===== config.mk =====
export PLATFORM = sky130hd
export DESIGN_NAME = ppu_oam_dma
export DESIGN_NICKNAME = d
export VERILOG_FILES = /design/src/rtl/ppu_oam_dma_pkg.sv /design/src/rtl/ppu_oam_dma.sv
export SDC_FILE = /design/constraint.sdc
export NUM_CORES = 1
export LEC_CHECK = 0
export CAP_MARGIN = 25
export CORE_ASPECT_RATIO = 1.1
export CORE_MARGIN = 3
export CORE_UTILIZATION = 30
export CTS_CLUSTER_SIZE = 25
export DETAILED_ROUTE_END_ITERATION = 12
export PLACE_DENSITY = 0.59
export SKIP_CTS_REPAIR_TIMING = 1
export SLEW_MARGIN = 20
export SYNTH_ARGS = -nofsm -noshare
export SYNTH_HDL_FRONTEND = slang
export SYNTH_SLANG_ARGS = --single-unit

===== constraint.sdc =====
create_clock -name clk_in -period 1.9 [get_ports clk_in]
set_clock_uncertainty 0.1 [all_clocks]
set_input_delay 0.19 -clock clk_in [delete_from_list [all_inputs] [get_ports clk_in]]
set_output_delay 0.19 -clock clk_in [all_outputs]
set_load 0.05 [all_outputs]

===== src/rtl/ppu_oam_dma_pkg.sv =====
// Shared constants and state encoding for the sprite OAM DMA initiator.
// Bus addresses are fixed by the CPU memory map: $4014 starts a copy and $2004 receives each byte.
package ppu_oam_dma_pkg;

    localparam logic [15:0] DMA_TRIG_ADDR = 16'h4014;
    localparam logic [15:0] OAM_DATA_ADDR = 16'h2004;

    typedef enum logic [2:0] {
        ST_IDLE  = 3'd0,
        ST_HALT  = 3'd1,
        ST_ALIGN = 3'd2,
        ST_READ  = 3'd3,
        ST_WRITE = 3'd4
    } dma_state_t;

endpackage


===== src/rtl/ppu_oam_dma.sv =====
// Sprite OAM DMA: snoops $4014 writes, halts the CPU and copies one page to $2004.
// Outputs are Moore (one clk after each cpu_cken_in pulse); cpu_cken_in low stalls everything.
module ppu_oam_dma
    import ppu_oam_dma_pkg::*;
(
    input  logic        clk_in,
    input  logic        rst_in,
    input  logic        cpu_cken_in,
    input  logic [15:0] cpu_a_in,
    input  logic [7:0]  cpu_d_in,
    input  logic        cpu_r_nw_in,
    input  logic [7:0]  mem_d_in,
    output logic        active_out,
    output logic        cpu_rdy_out,
    output logic [15:0] a_out,
    output logic [7:0]  d_out,
    output logic        r_nw_out
);

    dma_state_t q_state, d_state;
    logic [7:0] q_page,  d_page;
    logic [7:0] q_cnt,   d_cnt;
    logic [7:0] q_data,  d_data;
    logic       q_par;

    always_ff @(posedge clk_in or posedge rst_in) begin
        if (rst_in) begin
            q_state <= ST_IDLE;
            q_page  <= 8'h00;
            q_cnt   <= 8'h00;
            q_data  <= 8'h00;
            q_par   <= 1'b0;
        end else if (cpu_cken_in) begin
            q_state <= d_state;
            q_page  <= d_page;
            q_cnt   <= d_cnt;
            q_data  <= d_data;
            q_par   <= ~q_par;
        end
    end

    always_comb begin
        d_state     = q_state;
        d_page      = q_page;
        d_cnt       = q_cnt;
        d_data      = q_data;
        active_out  = 1'b0;
        cpu_rdy_out = 1'b1;
        a_out       = 16'h0000;
        d_out       = 8'h00;
        r_nw_out    = 1'b1;

        unique case (q_state)
            ST_IDLE: begin
                if (!cpu_r_nw_in && (cpu_a_in == DMA_TRIG_ADDR)) begin
                    d_page  = cpu_d_in;
                    d_cnt   = 8'h00;
                    d_state = ST_HALT;
                end
            end
            ST_HALT: begin
                active_out  = 1'b1;
                cpu_rdy_out = 1'b0;
                // An even HALT cycle would put the first read on an odd cycle.
                d_state     = q_par ? ST_READ : ST_ALIGN;
            end
            ST_ALIGN: begin
                active_out  = 1'b1;
                cpu_rdy_out = 1'b0;
                d_state     = ST_READ;
            end
            ST_READ: begin
                active_out  = 1'b1;
                cpu_rdy_out = 1'b0;
                a_out       = {q_page, q_cnt};
                d_data      = mem_d_in;
                d_state     = ST_WRITE;
            end
            ST_WRITE: begin
                active_out  = 1'b1;
                cpu_rdy_out = 1'b0;
                a_out       = OAM_DATA_ADDR;
                d_out       = q_data;
                r_nw_out    = 1'b0;
                if (q_cnt == 8'hFF) begin
                    d_state = ST_IDLE;
                end else begin
                    d_cnt   = q_cnt + 8'd1;
                    d_state = ST_READ;
                end
            end
            default: begin
                d_state = ST_IDLE;
            end
        endcase
    end

endmodule


==> results.sh <==
export IMPL_hold_viol=0
export IMPL_grt_use_met2_pct=26.9
export IMPL_syn_area_per_cell_um2=10.3
export IMPL_grt_first_pass_wirelength_um=6910
export IMPL_wire_per_inst_um=15.3
export IMPL_drtIter0Drc=101
export IMPL_path_class="flip-flop to flip-flop"
export IMPL_globalplace_congestion=0.797
export IMPL_firstDrtPassIters=4
export IMPL_drive_gt1_share_pct=35.4
export IMPL_dieWidth_um=73.7
export IMPL_finalCritPeriodShare_pct=98.5
export IMPL_yosysUniqueCellTypes=35
export IMPL_io_buffers=62
export IMPL_synth_cells=147
export IMPL_use_met3_pct=4.01
export IMPL_cts_buffers=3
export IMPL_viasPerCell=5.02
export IMPL_power_mw=2.63
export IMPL_row_count=26
export IMPL_synthMuxAreaShare_pct=11.9
export IMPL_clock_path_buffers=2
export IMPL_syn_num_nets=184
export IMPL_n_fill_cell=414
export IMPL_ant_nets=0
export IMPL_crit_path_max_fanout=6
export IMPL_ys_ff_latch=28
export IMPL_grt_max_degree=29
export IMPL_worstSkewPairLatency_ns=0.27
export IMPL_use_met1_pct=17.7
export IMPL_grt_setup_unrepaired="yes"
export IMPL_initial_core_util_pct=31.8
export IMPL_dieHeight_um=80.4
export IMPL_post_dp_hpwl_um=3340
export IMPL_track_usage_pct=14.9
export IMPL_crit_start="q_cnt[0]"
export IMPL_area_growth_syn_to_layout_pct=75.0
export IMPL_fin_area_um2=2650
export IMPL_yosysSeqAreaShare_pct=46.4
export IMPL_core_area_um2=4750
export IMPL_ctsHtreeMaxLevel=1
export IMPL_fp_dieArea_um2=5930
export IMPL_dpl_cell_count=271
export IMPL_setup_viol=0
export IMPL_tns_ns=0
export IMPL_stdcell_count=279
export IMPL_dpl_cell_area_um2=2540
export IMPL_yosysWarnings=0
export IMPL_grt_pass1_vias=1511
export IMPL_synth_xor_area_share_pct=1.16
export IMPL_end_kind="flip-flop"
export IMPL_tightest_slew_ns=0.410
export IMPL_routed_via_count=1400
export IMPL_regToRegStartpoint="q_cnt[0]"
export IMPL_synth_fa_ha_area_share_pct=0.828
export IMPL_cts_sinks=28
export IMPL_antenna_found_initial=0
export IMPL_ios=63
export IMPL_fmaxAchievable_ghz=0.534
export IMPL_outcome="completed"
export IMPL_syn_area_um2=1510
export IMPL_gr_max_usage_layer="met2"
export IMPL_grt_remaining_overflow=0
export IMPL_synth_top_family_by_area="simple AND/OR/NAND/NOR gates"
export IMPL_max_slew_margin_pct=72.6
export IMPL_diodes=0
export IMPL_maxSlewViolCount=0
export IMPL_cts_tree="done"
export IMPL_clkSlewWorstSetupHoldPaths_ns=0.09
export IMPL_nets=261
export IMPL_synth_simple_gate_area_share_pct=24.1
export IMPL_cap_violations=0
export IMPL_crit_arrival_ns=1.98
export IMPL_routed_wl_um=4260
export IMPL_final_core_util_pct=55.7
export IMPL_p_per_area_nw_per_um2=995
export IMPL_p_leak_nw=1.17
export IMPL_peakVddDrop_uv=1210
export IMPL_crit_required_ns=2.01
export IMPL_clock_root_buffer="clkbuf_8"
export IMPL_startpoint_type="flip-flop"
export IMPL_min_path_type="primary input to asynchronous set/reset pin"
export IMPL_route_detailed_drc=0
export IMPL_synth_compound_gate_area_share_pct=12.0
export IMPL_min_period_ns=1.87
placed cells by master, fill, tap and decap left out, types with 2 or more instances in the layout:
cell and n:
and4b_1 2, nand2_2 4, o31ai_1 6, nand2_1 11, nor2_1 3, o21a_1 5, and2_1 14, nand3_1 4
buf_4 18, mux2_2 16, inv_1 5, nor4b_2 2, buf_12 26, nor3_1 2, clkbuf_8 4, o21ai_0 10
dfrtp_1 26, clkdlybuf4s50_1 35, nor4_1 2, dfrtp_2 2, and3_1 8
synth_stat cells:
cell        n  area share [%]
dfrtp_1    28              46
mux2_2     16              12
and2_1     14             5.8
nand2_1    14             3.5
o21ai_0    10             3.3
and3_1      9             3.7
o31ai_1     6             3.0
clkbuf_1    5             1.2
inv_1       5             1.2
o21a_1      5             2.5
nand3_1     4             1.3
nor2_1      4            0.99
and4b_1     2             1.3
buf_2       2            0.66
nor3_1      2            0.66
nor4_1      2            0.83
a21o_1      1            0.50
a221oi_1    1            0.58
a2bb2oi_1   1            0.58
a31oi_1     1            0.41
and4_1      1            0.58
buf_4       1            0.50
ha_1        1            0.83
nand2_2     1            0.41
nand4_1     1            0.41
nor3_2      1            0.66
nor4_4      1             1.4
nor4b_1     1            0.58
nor4b_2     1            0.99
o221ai_1    1            0.58
o41ai_1     1            0.58
or2_2       1            0.41
or4_1       1            0.50
xnor2_1     1            0.58
xor2_1      1            0.58
worst max-delay path, stage by stage, from the launching register on:
cell	delay [ns]
dfrtp_1	0.45
ha_1	0.24
nand3_1	0.12
nor3_2	0.07
or2_2	0.29
a221oi_1	0.40
a21o_1	0.14
per-layer routing:
metal	up-vias	part of all wire, %
met1	684	37
met4	0	0.45
met5	-	0
li1	677	-
met2	37	58
met3	2	5.3
flip-flops by register name, summed over array words and instances, names as in the netlist:
signal and count:
q_cnt 8, q_data 8, q_par 1, q_state 3, q_page 8
cell families after synthesis:
group,after synthesis
and+or+nand+nor,60
DFF,28
AOI/OAI and AO/OA,27
muxes,16
buffers and inverters,13
xor gates and xnor gates,2
adders and majority gates,1
power by group:
part | switching (mW) | internal, mW | leakage (nW) | total, mW
registers | 0.127 | 0.745 | 0.364 | 0.872
logic | 0.712 | 0.689 | 0.773 | 1.40
clock network | 0.173 | 0.185 | 0.0288 | 0.358
final timing paths:
path	to	slack (ns)	cells past startpoint
max	q_state[0]	0.03	6
max in group asynchronous	q_state[1]	1.23	3
max reg2reg	q_state[0]	0.03	6
min reg2reg	q_par	0.37	1
min in group clk_in	q_par	0.37	1
min	q_data[0]	0.17	3
area by class of cell:
type,count,area [µm²],area share (%)
Multi-Input combinational cell,106,781,29.5
Sequential cell,28,703,26.6
Clock buffer,4,55.1,2.08
Timing Repair Buffer,80,1020,38.5
Inverter,5,18.8,0.710
Tap cell,56,70.1,2.65
per-stage QoR:
step / hold WS, ns / worst slack (ns)
after floorplan: 0.155 / -0.0817
after global placement: 0.358 / -0.220
after detailed placement: 0.357 / -0.311
after CTS: 0.185 / -0.0893
after global routing: 0.224 / -0.0775
final: 0.172 / 0.0287
(Power assumes the default switching activity.)
